==> config.mk <==
export PLATFORM = sky130hd
export DESIGN_NAME = dwt_up_arb
export DESIGN_NICKNAME = d
export VERILOG_FILES = /design/src/rtl/dwt_up_arb.sv
export SDC_FILE = /design/constraint.sdc
export NUM_CORES = 1
export LEC_CHECK = 0
export BUFFER_PORTS_ARGS = -buffer_cell sky130_fd_sc_hd__buf_2
export CAP_MARGIN = 15
export CORE_UTILIZATION = 25
export DETAILED_ROUTE_END_ITERATION = 12
export SYNTH_ARGS = -nofsm -noshare
export SYNTH_HDL_FRONTEND = slang
export SYNTH_SLANG_ARGS = --single-unit
export TNS_END_PERCENT = 30
==> constraint.sdc <==
create_clock -name clk -period 1.58 [get_ports clk]
set_input_delay 0.158 -clock clk [delete_from_list [all_inputs] [get_ports clk]]
set_output_delay 0.158 -clock clk [all_outputs]
set_load 0.05 [all_outputs]
==> src/rtl/dwt_up_arb.sv <==
// rtl/dwt_up_arb.sv - round-robin two-source arbiter feeding a 2x zero-insertion upsampler
// Each accepted coefficient is emitted as a saturated sample slot followed by a zero slot.
module dwt_up_arb #(
   parameter int W_IN      = 40,
   parameter int W_OUT     = 25,
   parameter int FRAME_LEN = 256
) (
   input  logic             clk,
   input  logic             rst,
   input  logic             en,
   input  logic             lo_valid,
   input  logic [W_IN-1:0]  lo_data,
   output logic             lo_ready,
   input  logic             hi_valid,
   input  logic [W_IN-1:0]  hi_data,
   output logic             hi_ready,
   output logic             up_valid,
   output logic [W_OUT-1:0] up_data,
   output logic             up_phase,
   output logic             up_src,
   output logic             up_last
);

   localparam int            CW       = $clog2(FRAME_LEN);
   localparam logic [CW-1:0] CNT_LAST = CW'(FRAME_LEN - 1);
   localparam logic [CW-1:0] CNT_ONE  = CW'(1);

   typedef enum logic [1:0] {
      IDLE   = 2'd0,
      SAMPLE = 2'd1,
      ZERO   = 2'd2
   } state_t;

   state_t          state;
   state_t          state_nxt;
   logic            grant;
   logic            pick_hi;
   logic [W_IN-1:0] lat_data;
   logic            lat_src;
   logic            lat_last;
   logic [CW-1:0]   cnt_lo;
   logic [CW-1:0]   cnt_hi;
   logic            prio_hi;

   // Out of range whenever the bits above the output sign bit disagree with it.
   function automatic logic [W_OUT-1:0] sat(input logic [W_IN-1:0] v);
      logic [W_IN-W_OUT:0] top;
      top = v[W_IN-1:W_OUT-1];
      if (top == '0 || top == '1)
         sat = v[W_OUT-1:0];
      else if (v[W_IN-1])
         sat = {1'b1, {(W_OUT-1){1'b0}}};
      else
         sat = {1'b0, {(W_OUT-1){1'b1}}};
   endfunction

   assign pick_hi = hi_valid && (!lo_valid || prio_hi);

   always_comb begin
      state_nxt = state;
      grant     = 1'b0;
      case (state)
         IDLE, ZERO: begin
            grant     = !rst && en && (lo_valid || hi_valid);
            state_nxt = grant ? SAMPLE : IDLE;
         end
         SAMPLE:  state_nxt = ZERO;
         default: state_nxt = IDLE;
      endcase
      lo_ready = grant && !pick_hi;
      hi_ready = grant && pick_hi;
   end

   always_ff @(posedge clk) begin
      if (rst) begin
         state    <= IDLE;
         lat_data <= '0;
         lat_src  <= 1'b0;
         lat_last <= 1'b0;
         cnt_lo   <= '0;
         cnt_hi   <= '0;
         prio_hi  <= 1'b0;
      end else begin
         state <= state_nxt;
         if (grant) begin
            lat_data <= pick_hi ? hi_data : lo_data;
            lat_src  <= pick_hi;
            if (pick_hi) begin
               lat_last <= (cnt_hi == CNT_LAST);
               cnt_hi   <= cnt_hi + CNT_ONE;
            end else begin
               lat_last <= (cnt_lo == CNT_LAST);
               cnt_lo   <= cnt_lo + CNT_ONE;
            end
            // Priority only rotates when both sources actually contended.
            if (lo_valid && hi_valid)
               prio_hi <= !pick_hi;
         end
      end
   end

   always_comb begin
      up_valid = (state == SAMPLE) || (state == ZERO);
      up_phase = (state == ZERO);
      up_src   = up_valid && lat_src;
      up_last  = (state == ZERO) && lat_last;
      up_data  = (state == SAMPLE) ? sat(lat_data) : '0;
   end

endmodule

After elaboration in Yosys (flattened, before gate mapping)
Index checks and enable logic that the tools add are counted.
{ "totals": {"reg_bits": 61, "latchBits": 0, "ramBits": 0, "romBits": 0, "input_bits": 85, "out_inout_bits": 31, "word_cells": 44, "memories": 0} }
{ "classes": {"n_addsub": 2, "multipliers": 0, "div_mod_pow": 0, "n_lt_le_gt_ge": 0, "eq_ne": 5, "n_shift": 0, "mux": 8, "bitwise_logic": 1, "n_reduce_logical": 21} }
{ "ops": {"columns": ["op", "n"], "rows": [
  ["25-bit two-way mux", 3],
  ["40-bit two-way mux", 1],
  ["8-bit by 1-bit adder with 8-bit output (second input constant)", 2],
  ["16-bit equality test (second input constant)", 1],
  ["8-bit equality test (second input constant)", 2],
  ["16-bit zero test", 1],
  ["1-bit logical AND", 8],
  ["2-bit AND reduction", 3],
  ["1-bit logical OR", 4],
  ["2-bit case mux with 2 select lines", 1],
  ["1-bit zero test", 3],
  ["1-bit two-way mux", 3],
  ["2-bit by 1-bit equality test with 1-bit output (second input constant)", 1],
  ["2-bit equality test (second input constant)", 1],
  ["2-bit zero test", 1],
  ["2-bit OR reduction", 1],
  ["1-bit inverter", 1]
]} }

Logic depth before layout (Yosys ltp)
{ "depth": {"word_depth": 5, "ltp_mapped": 9, "depth_no_buf": 6} }

Worst setup path before layout
OpenSTA, ideal clock, no wires.
{ "synth_timing": {"kind": "register to output", "start": "register state[1]", "end": "output up_data[10]", "arrival_ps": 2184, "required_ps": 1422, "setup_slack_ps": -762, "path_stages_with_launch": 7, "path_buffers": 2, "path_cell_list": "dfxtp_1 > inv_1 > ha_1 > clkbuf_1 > clkbuf_1 > nand2_1 > o21ai_0"} }
{ "synth_between": {"elab_chain_len": 2} }
{ "synth_rtl": {"columns": ["element", "line", "source"], "rows": [
  ["from (decl)", "34", "state_t state;"],
  ["from (signal assigned)", "84", "state <= state_nxt;"],
  ["2-bit by 1-bit equality test with 1-bit output", "107", "up_data = (state == SAMPLE) ? sat(lat_data) : '0;"],
  ["25-bit two-way mux", "107", null],
  ["to (decl)", "18", "output logic [W_OUT-1:0] up_data,"]
]} }
No other way between the ends.

Worst setup path after layout
{ "layout_timing": {"start": "register lat_data[39]", "end": "output up_data[11]"} }
{ "layout_between": {"elab_chain_len": 4, "elab_cells_between_ends": 6, "classes_between": "1 x eq/ne; 3 x mux; 2 x reduce/logical"} }
{ "layout_rtl": {"columns": ["element", "line", "source"], "rows": [
  ["from (decl)", "38", "logic [W_IN-1:0] lat_data;"],
  ["from (signal assigned)", "86", "lat_data <= pick_hi ? hi_data : lo_data;"],
  ["16-bit equality test / 16-bit zero test (equally long branches)", "49", "if (top == '0 || top == '1)"],
  ["1-bit logical OR", "49", null],
  ["25-bit two-way mux *", "49", null],
  ["25-bit two-way mux *", "107", null]
]} }
Mark *: on every way between the ends. The rest lies on a longest branch, timed or not.

==> summary.md <==
| Metric | Value |
|---|---|
| Design Area, Final | 5100 um2 |
| Yosys synthesis warning count | 0 |
| Adder-Cell Fraction of Synth Area | 2.38% |
| Clock buffer count from CTS | 9 |
| Cell Rows | 40 |
| Netlist Area Pre-Place | around 3200 um2 |
| Nets@finish | about 600 |
| # DRC | 0 |
| Clock slew at reported path FFs | roughly 0.050 ns |
| Fin worst setup slack | -0.566 ns |
| Die Wd | ~110 um |
| WS Path Type | flop to output port |
| Endpoint class of the critical path | output port |
| Setup repair after global routing missed its margin | yes |
| Port bufs | ~120 |
| Final core utilization | 41.9% |
| DRT Pass-1 Iters | 4 |
| Io pins | approximately 120 |
| Via Count | 3,126 |
| Worst min path class | input port to flop |
| Clock Skews | 0.00317 ns |
| Violated checks | negative setup slack |
| Share of the synthesized area in the top cell type | between 30% and 40% |
| N_diodes | 0 |
| Xor/xnor share of the synthesized area | 1.11% |
| Max-Cap Viols | 0 |
| Max Slew Vio Count | 0 |
| Pre-CTS WS | -0.335 ns |
| Register area share after synthesis | 38.7% |
| Initial core utilization | 25.9% |
| Routed WL | 8.51 mm |
| Commonest cells after routing, fill and taps aside | 88 x buf_2, 43 x mux2i_1, 43 x dfxtp_1 |
| Register-to-Register Setup Slack | -0.13 ns |
| Cells after synthesis | 364 |
| Synth Register Bits | 61 |
| Worst skew pair latency | approximately 0.33 ns |
| Hold_ws | 0.175 ns |
| Req. time, crit path | ~1.4 ns |
| Post-route antenna net violation count | 0 |
| CP Max Fanout | 7 |
| Synthesized net count | 455 |
| Final setup fails | 76 |
| Synth area leaders | dfxtp_1 39%, mux2i_1 14%, a211oi_1 9.5% |
| Fin. Hold Viols | 0 |
| Slew @ Worst Pin | 0.379 ns |
| Die Area | 13,100 um2 |
| Core area | 12,200 um2 |
| Most common cell after layout, fill and taps aside | buf_2 |
| GRT Overall Usage | 13.5% |
| CTS sink count | around 60 |
| Root buffer cell | clkbuf_16 |
| Final Critical Period | around 2.1 ns |
| Longest Clk Path Bufs | 2 |
| GRT overflow | 0 |
| Htree depth | 3 |
| Number of global-route vias before repair | 3,045 |
| Via/cell ratio | approximately 4.7 |
| Post-synthesis mux area share | 13.7% |
| Post-synth cell types | 38 |
| Fmax | ~470 MHz |
| Die Span Y | 114 um |
| Pwr per Cell Area | 896 nW/um2 |
| CTS tree | yes |
| Critical Path Source Type | flop |
| CP Data Arrival Time | around 2.0 ns |
| Leakage power | 0.00216 uW |
| Slew margin rel. | 74.8% |
| Mean Syn Cell Area | approximately 8.7 um2 |
| Worst vdd ir | 0.386 mV |
| Area delta synth->final | 61.8% |
| DRT iter0 DRCs | 79 |
| Period utilization | 136% |
| Synth area leader | dfxtp_1 |
| Gp weighted congestion | 0.742 |
| Initial antenna violation count | 0 |
| Largest net degree at the start of global routing | 35 |
| Simple-gate share of the synthesized area | about a fifth |
| Largest family of logic cells by synthesized area | simple AND/OR/NAND/NOR gates |
| Layout cells sized above 1 | 48.8% |
| First-pass GRT wire length | 13.7 mm |
| Status | finished with violations |
| Routed len/inst | 12.7 um |
| Placed instance area | 4430 um2 |
| Synth Area in Compound Gates | 18.7% |
| Post-cts hold buffer count | 0 |
| DP HPWL | 6.50 mm |
## cell type report
type	instances	area, um2
clock buffers	10	239
well taps	168	210
multi-input cells	266	2160
fillers	1207	7060
flip-flops and latches	61	1250
repair buffers	154	1180
clock inverters	5	27.5
inverters	8	35.0
## synth_stat cells
| cell type | count |
|---|---|
| a211oi_1 | 40 |
| a21oi_1 | 11 |
| a221o_1 | 1 |
| and2_1 | 4 |
| and4_1 | 1 |
| buf_1 | 2 |
| buf_2 | 8 |
| buf_6 | 5 |
| clkbuf_1 | 14 |
| dfxtp_1 | 61 |
| ha_1 | 6 |
| inv_1 | 8 |
| mux2i_1 | 43 |
| nand2_1 | 30 |
| nand2b_1 | 1 |
| nand3_1 | 4 |
| nand4_1 | 8 |
| nand4_4 | 1 |
| nor2_1 | 48 |
| nor2b_1 | 1 |
| nor2b_4 | 1 |
| nor3_1 | 1 |
| nor3b_1 | 1 |
| nor4_1 | 6 |
| nor4_2 | 1 |
| o2111ai_2 | 1 |
| o211a_1 | 1 |
| o211ai_1 | 1 |
| o21ai_0 | 28 |
| o21ai_1 | 1 |
| o21ai_2 | 1 |
| o31ai_1 | 5 |
| or2_1 | 1 |
| or2_2 | 3 |
| or3_1 | 5 |
| or4_1 | 5 |
| or4b_4 | 1 |
| xor2_1 | 4 |
## state kept, by name (all words and copies together) (netlist names)
register / flops
lat_data: 40
cnt_hi: 8
cnt_lo: 8
state: 2
lat_last: 1
lat_src: 1
prio_hi: 1
## where the power goes
part           internal, uW  switching (uW)  total [uW]  leakage, uW
Clock                  1080             655        1740     0.000134
Sequential             1620            56.8        1680     0.000506
Combinational           497             655        1150      0.00152
Total                  3200            1370        4570      0.00216
## what timing repair did
item	CTS	global route
setup endpoints to repair	84	83
gates resized for setup	85	22
buffers inserted	3	0
cloned	1	0
endpoints found under the hold margin	0	0
pin swaps	33	11
## final timing paths
path                               end  cells past startpoint                       from
min reg2reg       lat_src$_SDFFE_PP0P_                      2       lat_src$_SDFFE_PP0P_
max                        up_data[11]                      6  lat_data[39]$_SDFFE_PP0P_
min          lat_data[37]$_SDFFE_PP0P_                      3                hi_data[37]
max reg2reg     cnt_lo[5]$_SDFFE_PP0P_                      8        state[0]$_SDFF_PP0_
## layer usage
metal	wire, um	GRT usage (%)
met1	3710	15.6
met2	4300	24.1
met3	319	1.80
met4	182	7.53
met5	0	0
## cell families (layout without fill, tap and decap cells)
family                   count (synthesis)  count (layout)
adder cells (fa/ha/maj)                  6               6
AO/OA/AOI/OAI                           90              90
multiplexers                            43              43
AND/OR/NAND/NOR                        123             123
flip-flops                              61              61
buffers and inverters                   37             177
XOR/XNOR                                 4               4
## worst max-delay path, cell delays in order (launching register included)
cell     delay (ns)
dfxtp_2        0.35
nor4_2         0.04
and4_1         0.22
or4b_4         0.62
buf_16         0.19
o21ai_4        0.07
buf_8          0.16
## stage by stage
step	power (uW)	instances	setup TNS (ns)
3_3_place_gp	2700	653	-11.79
5_1_grt	4800	672	-22.62
4_1_cts	4610	672	-17.65
3_5_place_dp	2720	653	-14.47
2_1_floorplan	2410	364	-6.83
6_report	4570	672	-17.14
(Power assumes the default switching activity.)
